### src/rtl/sat_up_pkg.sv
//------------------------------------------------------------------------------
// Module : sat_up_pkg
// Brief  : Shared FSM state type, tail length, RSC generators and block limits
// Rev    : 1.0
//------------------------------------------------------------------------------
`default_nettype none

package sat_up_pkg;

    typedef enum logic [1:0] {
        ST_IDLE  = 2'd0,
        ST_DATA  = 2'd1,
        ST_TAIL1 = 2'd2,
        ST_TAIL2 = 2'd3
    } state_t;

    localparam int         TAIL_LEN  = 3;
    // Octal 13 feedback / 15 parity; bit 3 is the input tap, [2:0] map onto {s0,s1,s2}
    localparam logic [3:0] G0        = 4'b1011;
    localparam logic [3:0] G1        = 4'b1101;
    localparam int         K_MIN_DEF = 40;
    localparam int         K_MAX_DEF = 6144;
    localparam int         CNT_W_DEF = 16;

endpackage

`default_nettype wire

### src/rtl/sat_up_rsc_enc.sv
//------------------------------------------------------------------------------
// Module : sat_up_rsc_enc
// Brief  : 8-state recursive systematic convolutional encoder with trellis tail
// Rev    : 1.0
//------------------------------------------------------------------------------
`default_nettype none

module sat_up_rsc_enc
    import sat_up_pkg::*;
(
    input  logic       clk,
    input  logic       n_rst,
    input  logic       clr,
    input  logic       en,
    input  logic       term,
    input  logic       u,
    output logic       x,
    output logic       z,
    output logic [2:0] state
);

    logic [2:0] r_state;
    logic       w_fb;
    logic       w_u;
    logic       w_a;

    // During termination the input cancels the feedback so the register drains to zero
    always_comb begin
        w_fb = ^(G0[2:0] & r_state);
        w_u  = term ? w_fb : u;
        w_a  = w_u ^ w_fb;
    end

    assign x     = w_u;
    assign z     = w_a ^ (^(G1[2:0] & r_state));
    assign state = r_state;

    always_ff @(posedge clk or negedge n_rst) begin
        if (!n_rst) begin
            r_state <= 3'b000;
        end else if (clr) begin
            r_state <= 3'b000;
        end else if (en) begin
            r_state <= {w_a, r_state[2:1]};
        end
    end

endmodule

`default_nettype wire

### src/rtl/sat_up_turbo_enc.sv
//------------------------------------------------------------------------------
// Module : sat_up_turbo_enc
// Brief  : PCCC turbo encoder: two RSC encoders plus per-encoder trellis tail
// Rev    : 1.0
//------------------------------------------------------------------------------
`default_nettype none

module sat_up_turbo_enc
    import sat_up_pkg::*;
#(
    parameter int K_MIN = K_MIN_DEF,
    parameter int K_MAX = K_MAX_DEF,
    parameter int CNT_W = CNT_W_DEF
) (
    input  logic             clk,
    input  logic             n_rst,
    input  logic             start,
    input  logic [CNT_W-1:0] blk_len,
    input  logic             in_valid,
    input  logic             in_sys,
    input  logic             in_itl,
    output logic             out_valid,
    output logic             out_sys,
    output logic             out_p1,
    output logic             out_p2,
    output logic             out_tail,
    output logic             out_sop,
    output logic             out_eop,
    output logic             busy,
    output logic             err
);

    localparam logic [CNT_W-1:0] c_k_min     = CNT_W'(K_MIN);
    localparam logic [CNT_W-1:0] c_k_max     = CNT_W'(K_MAX);
    localparam logic [1:0]       c_tail_last = 2'(TAIL_LEN - 1);

    state_t           r_state;
    logic [CNT_W-1:0] r_k;
    logic [CNT_W-1:0] r_cnt;
    logic [1:0]       r_tcnt;
    logic             r_sop_pend;

    logic             w_accept;
    logic             w_consume;
    logic             w_err_evt;
    logic [CNT_W-1:0] w_cnt_nxt;
    logic             w_x1, w_z1, w_x2, w_z2;
    logic [2:0]       w_st1, w_st2;

    assign w_accept  = start && (r_state == ST_IDLE) && (blk_len >= c_k_min) && (blk_len <= c_k_max);
    assign w_consume = (r_state == ST_DATA) && in_valid;
    assign w_err_evt = (start && !w_accept) || (in_valid && (r_state != ST_DATA));
    assign w_cnt_nxt = r_cnt + CNT_W'(1);

    sat_up_rsc_enc u_rsc1 (
        .clk   (clk),
        .n_rst (n_rst),
        .clr   (w_accept),
        .en    (w_consume || (r_state == ST_TAIL1)),
        .term  (r_state == ST_TAIL1),
        .u     (in_sys),
        .x     (w_x1),
        .z     (w_z1),
        .state (w_st1)
    );

    sat_up_rsc_enc u_rsc2 (
        .clk   (clk),
        .n_rst (n_rst),
        .clr   (w_accept),
        .en    (w_consume || (r_state == ST_TAIL2)),
        .term  (r_state == ST_TAIL2),
        .u     (in_itl),
        .x     (w_x2),
        .z     (w_z2),
        .state (w_st2)
    );

    always_ff @(posedge clk or negedge n_rst) begin
        if (!n_rst) begin
            r_state    <= ST_IDLE;
            r_k        <= '0;
            r_cnt      <= '0;
            r_tcnt     <= 2'd0;
            r_sop_pend <= 1'b0;
            out_valid  <= 1'b0;
            out_sys    <= 1'b0;
            out_p1     <= 1'b0;
            out_p2     <= 1'b0;
            out_tail   <= 1'b0;
            out_sop    <= 1'b0;
            out_eop    <= 1'b0;
            busy       <= 1'b0;
            err        <= 1'b0;
        end else begin
            out_valid <= 1'b0;
            out_sys   <= 1'b0;
            out_p1    <= 1'b0;
            out_p2    <= 1'b0;
            out_tail  <= 1'b0;
            out_sop   <= 1'b0;
            out_eop   <= 1'b0;
            // A fresh start clears the sticky flag, but a fault in the same cycle still sets it
            err       <= (w_accept ? 1'b0 : err) | w_err_evt;

            case (r_state)
                ST_IDLE: begin
                    if (w_accept) begin
                        r_k        <= blk_len;
                        r_cnt      <= '0;
                        r_sop_pend <= 1'b1;
                        busy       <= 1'b1;
                        r_state    <= ST_DATA;
                    end
                end
                ST_DATA: begin
                    if (in_valid) begin
                        out_valid  <= 1'b1;
                        out_sys    <= in_sys;
                        out_p1     <= w_z1;
                        out_p2     <= w_z2;
                        out_sop    <= r_sop_pend;
                        r_sop_pend <= 1'b0;
                        r_cnt      <= w_cnt_nxt;
                        if (w_cnt_nxt == r_k) begin
                            r_tcnt  <= 2'd0;
                            r_state <= ST_TAIL1;
                        end
                    end
                end
                ST_TAIL1: begin
                    out_valid <= 1'b1;
                    out_tail  <= 1'b1;
                    out_sys   <= w_x1;
                    out_p1    <= w_z1;
                    r_tcnt    <= r_tcnt + 2'd1;
                    if (r_tcnt == c_tail_last) begin
                        r_tcnt  <= 2'd0;
                        r_state <= ST_TAIL2;
                    end
                end
                ST_TAIL2: begin
                    out_valid <= 1'b1;
                    out_tail  <= 1'b1;
                    out_sys   <= w_x2;
                    out_p1    <= w_z2;
                    r_tcnt    <= r_tcnt + 2'd1;
                    if (r_tcnt == c_tail_last) begin
                        r_tcnt  <= 2'd0;
                        out_eop <= 1'b1;
                        busy    <= 1'b0;
                        r_state <= ST_IDLE;
                    end
                end
                default: r_state <= ST_IDLE;
            endcase
        end
    end

    a_rsc1_terminated: assert property (@(posedge clk) disable iff (!n_rst)
        (r_state == ST_TAIL1 && r_tcnt == c_tail_last) |=> (w_st1 == 3'b000));

    a_both_terminated: assert property (@(posedge clk) disable iff (!n_rst)
        (r_state == ST_TAIL2 && r_tcnt == c_tail_last) |=> (w_st1 == 3'b000 && w_st2 == 3'b000));

endmodule

`default_nettype wire

### config.mk
export PLATFORM = sky130hd
export DESIGN_NAME = sat_up_turbo_enc
export DESIGN_NICKNAME = d
export VERILOG_FILES = /design/src/rtl/sat_up_pkg.sv /design/src/rtl/sat_up_rsc_enc.sv /design/src/rtl/sat_up_turbo_enc.sv
export SDC_FILE = /design/constraint.sdc
export NUM_CORES = 1
export LEC_CHECK = 0
export CAP_MARGIN = 20
export CORE_ASPECT_RATIO = 0.5
export CORE_MARGIN = 5
export CORE_UTILIZATION = 35
export CTS_CLUSTER_DIAMETER = 60
export CTS_CLUSTER_SIZE = 24
export DETAILED_ROUTE_END_ITERATION = 10
export GPL_TIMING_DRIVEN = 1
export MAX_ROUTING_LAYER = met4
export PLACE_DENSITY = 0.56
export SYNTH_ARGS = -nofsm -noshare
export SYNTH_HDL_FRONTEND = slang
export SYNTH_SLANG_ARGS = --single-unit
### constraint.sdc
create_clock -name clk -period 3.6 [get_ports clk]
set_clock_uncertainty 0.15 [all_clocks]
set_input_delay 0.36 -clock clk [delete_from_list [all_inputs] [get_ports clk]]
set_output_delay 0.36 -clock clk [all_outputs]
set_load 0.05 [all_outputs]
==> metrics, run 1 <==
status complete, no violations; Layout area overhead 18.7%; routability cong. 0.879; # fillers 863; first-pass GRT wire length 12300 µm; CTS Buf Count 5; FP Rows 24; critical path class reg -> reg; total wire length 7220 µm; Power Density 693 nW/µm²; die width 143 µm; Synth cell types 60; switching share of power 40.8%; Comb power frac 44.6%; Syn Std Cell Area 3090 µm²; HP Class reg -> reg; Post-synth EDFFs 0; Synth async-reset ratio 100%; DRC errors left 0; clock-pin transition on the worst setup and hold timing paths 70 ps; endpoint class of the critical path flip-flop; htree depth 2; area share of the largest cell type after synthesis 42.1%; DR pass1 iterations 4; vias in the first global route 2507; worst skew pair latency 300 ps; critical path required time 3640 ps; Peak VDD IR 0.326 mV; worst-case clock buffer depth 2; synthesized netlist net count 349; RSZ-0062 raised after global routing no; vias 2487; global route overflow 0; Overall Power 2.54 mW; Critical Path AT 2970 ps; largest net degree at the start of global routing 30; initial antenna violation count 0; final antenna-violating net count 0; Fin Setup TNS 0 ps; startpoint types flip-flop; DP HPWL 5410 µm; antenna cells 0; Core Area 8650 µm²; Setup violations, final 0; Synth Instances 321; Synth Register Bits 52; effective utilization at floorplan 35.8%; Syn. warnings 0; drt initial violations 187; final worst path period share 81.3%; critical path peak fanout 8; DIE HEIGHT 76.5 µm; top cells by area, synth dfrtp_1, xor2_1, mux2_2, nor2_1, o21ai_1; TritonCTS Sinks 52; final hold vios 0; Util after Layout 42.4%; GRT Overall Usage 14.0%; CP max stage cell dfrtp_1; predominant post-synthesis flop cell dfrtp_1; clock share of power 19.7%; normalized max-slew margin 55.8%; CTS tree yes; Seq/Total Area, Yosys 42.1%; share of cells above drive strength 1 12.2%; Lkg Pwr 1.57 nW; Max-Cap Viols 0; DIE AREA 10900 µm²; average cell area after synthesis 9.64 µm²; max-slew violation count 0; NumNets Final 379; IO Port Bufs 30; minimum clock period 2930 ps; Critical Path, Cell by Cell ha_1 > and3_1 > nand3_1 > xnor2_1 > a2111oi_1 > nand3_2 > o211a_1 > a211o_1; Worst Max-Slew Pin Slew 662 ps; Routed WL per cell 15.4 µm; Switch Pwr 1.04 mW; clock root cell clkbuf_16; Via density 5.30; I/O Pins 31; cell internal pwr 1.51 mW; crit-path max cell delay 460 ps; Synth area leader dfrtp_1; sequential share of power 35.7%; fmax 0.342 GHz
[stage by stage]
stage	cell area, µm²	hold WS [ps]	std cells	setup WS (ps)
floorplan	3090	-85.6	321	1080
global placement	3510	276	460	569
detailed placement	3510	284	460	529
CTS	3670	355	469	678
global route	3670	379	469	427
finish	3670	349	469	673
[cells in the final DEF (no fill, tap or decap), drive strengths merged, types with 4 or more instances in the layout]
cell type / instances
a211oi: 4
a21oi: 13
buf: 8
clkbuf: 6
clkdlybuf4s50: 29
dfrtp: 52
ha: 6
inv: 15
mux2: 14
mux2i: 6
nand2: 18
nand2b: 4
nand3: 7
nand4: 5
nor2: 30
nor2b: 5
nor3: 17
nor4: 7
o211ai: 5
o21ai: 27
o31ai: 5
xnor2: 11
xor2: 17
[routing by layer]
| metal | routed length [µm] | up-vias | global-route usage, % |
|---|---|---|---|
| met5 | 0 | - | - |
| met2 | 3280 | 55 | 21.3 |
| met3 | 323 | 7 | 3.01 |
| met1 | 3560 | 1209 | 19.5 |
| met4 | 58 | 0 | 2.75 |
| li1 | - | 1216 | - |
[power groups by stage]
| stage | sequential [mW] | clock, mW | combinational [mW] |
|---|---|---|---|
| after floorplan | 0.984 | 0 | 0.778 |
| after global placement | 0.909 | 0 | 1.11 |
| after detailed placement | 0.920 | 0 | 1.14 |
| after CTS | 0.909 | 0.521 | 1.14 |
| after global routing | 0.931 | 0.544 | 1.25 |
| final | 0.909 | 0.500 | 1.13 |
[worst max-delay path: cells and delay by family (launching register included)]
kind / cells / cell delay, ps
DFF: 1 / 460
AOI/OAI and AO/OA: 3 / 960
and+or+nand+nor: 3 / 730
adders and majority gates: 1 / 320
xor gates and xnor gates: 1 / 180
[what timing repair did]
action	in CTS	in global routing
hold endpoints to repair	28	0
hold buffers	1	0
gates resized for setup	0	0
buffers inserted	0	0
[flip-flops by register name (all words and copies together), names as in the netlist, 2 cells and up]
signal / cells
r_cnt: 16
r_tcnt: 2
u_rsc2.state: 3
u_rsc1.state: 3
r_state: 2
r_k: 16
[Yosys cell counts (2+ instances only)]
cell type  number
or3_1           3
dfrtp_1        52
nor4_2          2
nor3_1         15
mux2_2         13
nand2b_1        4
inv_1          15
or4_1           2
nor3b_1         3
nor2_1         30
nand4_1         3
ha_1            6
o211ai_1        5
o211a_1         2
nand2_1        18
xor2_1         17
a31oi_1         2
nor3_2          2
a211oi_1        3
o22ai_1         3
buf_2           4
nand3_1         4
mux2i_1         6
buf_6           2
nand3_2         2
clkbuf_1        8
o31ai_1         5
o21ai_1        21
nand4_2         2
xnor2_1        11
a21oi_1        13
nor4_1          5
and3_1          3
nor2b_1         5
o21ai_0         5
[path summary, 6_finish.rpt]
kind / from / end / slack [ps] / cells past startpoint
setup / recovery: r_cnt[0] / r_tcnt[0] / 670 / 8
hold / removal: r_sop_pend / out_sop / 350 / 2
setup reg to reg: r_cnt[0] / r_tcnt[0] / 670 / 8
hold reg to reg: r_sop_pend / out_sop / 350 / 2
max in group asynchronous: n_rst / u_rsc2.state[1] / 2050 / 3
min in group asynchronous: n_rst / r_cnt[0] / 480 / 2
[area by class of cell]
| class | count | area (µm²) | share of cell area, % |
|---|---|---|---|
| Tap cell | 117 | 146 | 3.99 |
| Clock buffer | 6 | 139 | 3.78 |
| Sequential cell | 52 | 1300 | 35.4 |
| Clock inverter | 2 | 15.0 | 0.409 |
| Multi-Input combinational cell | 239 | 1660 | 45.1 |
| Inverter | 15 | 56.3 | 1.53 |
| Timing Repair Buffer | 38 | 358 | 9.75 |
[kinds of logic (layout without fill, tap and decap cells)]
logic type	after synthesis	in the layout	synth area share [%]
AO/OA/AOI/OAI	77	77	16.9
XOR/XNOR	28	28	7.93
adder cells (fa/ha/maj)	7	7	2.75
buffers and inverters	30	61	4.41
flip-flops	52	52	42.1
multiplexers	20	20	7.04
AND/OR/NAND/NOR	107	107	18.9
Note: power is estimated with default switching activity, not from simulation.
==> run 2, diff against run 1 <==
==> constraint.sdc (replaced) <==
create_clock -name clk -period 2.8 [get_ports clk]
set_clock_uncertainty 0.15 [all_clocks]
set_input_delay 0.28 -clock clk [delete_from_list [all_inputs] [get_ports clk]]
set_output_delay 0.28 -clock clk [all_outputs]
set_load 0.05 [all_outputs]
==> run 2 against run 1 <==
Net effect: worst setup slack got worse by 530 ps; clock power rose by 25%; critical path depth did not move; sequential power rose by 27%; count of clock-buffer cells in the layout rose by 2; via count rose by 1.6%; register-to-register slack got worse by 510 ps; total power rose by 29%; hold slack got worse by 2.5 ps; combinational power rose by 34%; non-clock buffer count rose by 19; wire length rose by 0.61%; critical endpoint is now r_cnt[15]; largest cell class unchanged; largest power group unchanged.
==> metrics, run 2 (synthesized netlist as in run 1, its figures left out) <==
status complete, no violations; R2R Setup Slk 160 ps; FP Rows 24; DR pass1 iterations 4; DRC errors left 0; WHS 346 ps; fmax 0.377 GHz; NumNets Final 398; CTS Buf Count 5; DP HPWL 5410 µm; Critical Path, Cell by Cell clkdlybuf4s50_1 > or4_1 > nor2_1 > a31oi_1 > o31a_1 > a211o_4 > o21ba_1 > o22ai_1; Power Density 854 nW/µm²; startpoint types primary input; Top Usage Layer GRT met2; drt initial violations 165; Max-Cap Viols 0; Routed WL per cell 14.9 µm; worst skew pair latency 290 ps; Overall Power 3.29 mW; antenna cells 0; post-CTS setup repair buffer count 0; worst-case clock buffer depth 2; final worst path period share 94.8%; Worst Max-Slew Pin Slew 651 ps; Fin Setup TNS 0 ps; critical path class in -> reg; worst reg2reg path depth 8; CP Capture Point r_cnt[15]; Util after Layout 44.5%; normalized max-slew margin 56.6%; Critical Path AT 2670 ps; vias in the first global route 2598; Layout area overhead 24.5%; CTS tree yes; Reg-to-Reg Start r_cnt[1]; routability cong. 0.839; TritonCTS Sinks 52; Setup violations, final 0; critical path required time 2810 ps; vias 2528; post-place setup slack -144 ps; setup ws final 147 ps; final antenna-violating net count 0; met3 Use GR 2.95%; Largest regs r_cnt x16, r_k x16; commonest non-fill, non-tap cells in the layout dfrtp_1, nor2_1, clkdlybuf4s50_1; first-pass GRT wire length 12400 µm; # fillers 826; HP Class reg -> reg; clock-pin transition on the worst setup and hold timing paths 60 ps; clock root cell clkbuf_16; placed cells 479; critical path peak fanout 16; Peak VDD IR 0.339 mV; post-route insts no fill 488; crit-path max cell delay 520 ps; IO Port Bufs 30; met1 Use GR 19.3%; commonest non-fill, non-tap cell in the layout dfrtp_1; met2 Use GR 21.6%; CP max stage cell or4_1; crit path launch blk_len[6]; share of cells above drive strength 1 17.5%; RSZ-0062 raised after global routing no; Via density 5.18; htree depth 2; max-slew violation count 0; initial antenna violation count 0; minimum clock period 2650 ps; total wire length 7260 µm; Lkg Pwr 1.70 nW; GRT Overall Usage 14.2%; DIE HEIGHT 76.5 µm; Post-Layout Inst Area 3850 µm²; Core Area 8650 µm²; endpoint class of the critical path flip-flop; Reg-to-Reg End r_state[1]; die width 143 µm; DIE AREA 10900 µm²; final hold vios 0; global route overflow 0; effective utilization at floorplan 35.8%; Placed Instance Area 3660 µm²; I/O Pins 31; largest net degree at the start of global routing 53
[run 2: cell types whose count changed in the layout (fill, tap and decap cells not counted), sizes merged]
cell      change
buf          +19
clkinvlp      -2
clkbuf        +2
[run 2: cell type report]
class                           count  area (µm²)  area share [%]
Tap cell                          117         146            3.80
Timing Repair Buffer               57         513            13.3
Sequential cell                    52        1300            33.9
Multi-Input combinational cell    239        1680            43.7
Clock buffer                        8         146            3.80
Inverter                           15        56.3            1.46
[run 2: worst min-delay path by stage]
stage                           from       to  slack (ps)  depth (start not counted)
after CTS                 r_sop_pend  out_sop         360                          2
final                     r_sop_pend  out_sop         350                          2
after global placement         n_rst   r_k[2]         290                          2
after global routing            busy     busy         380                          2
after detailed placement       n_rst   r_k[2]         300                          2
after floorplan                n_rst     busy        -170                          0
[run 2: where the power goes]
part	switching, mW	leakage, nW	internal, mW
clock network	0.267	0.0712	0.357
logic	0.856	0.949	0.655
registers	0.195	0.677	0.960
total	1.32	1.70	1.97
[run 2: what timing repair did]
| action | in CTS | in global routing |
|---|---|---|
| gates resized for setup | 0 | 7 |
| endpoints found under the hold margin | 52 | 0 |
| hold buffers | 1 | 0 |
| endpoints found under the setup margin | 0 | 4 |
[run 2: critical path, delay by kind of cell]
family / cells / cell delay [ps]
and+or+nand+nor: 2 / 650
AOI/OAI and AO/OA: 5 / 1310
buffers and inverters: 1 / 420
[run 2: routing by layer]
metal  share of wire [%]  vias to the layer above
li1                    -                     1258
met1                  50                     1200
met2                  45                       60
met4                 1.4                        0
met5                   0                        -
met3                 3.5                       10
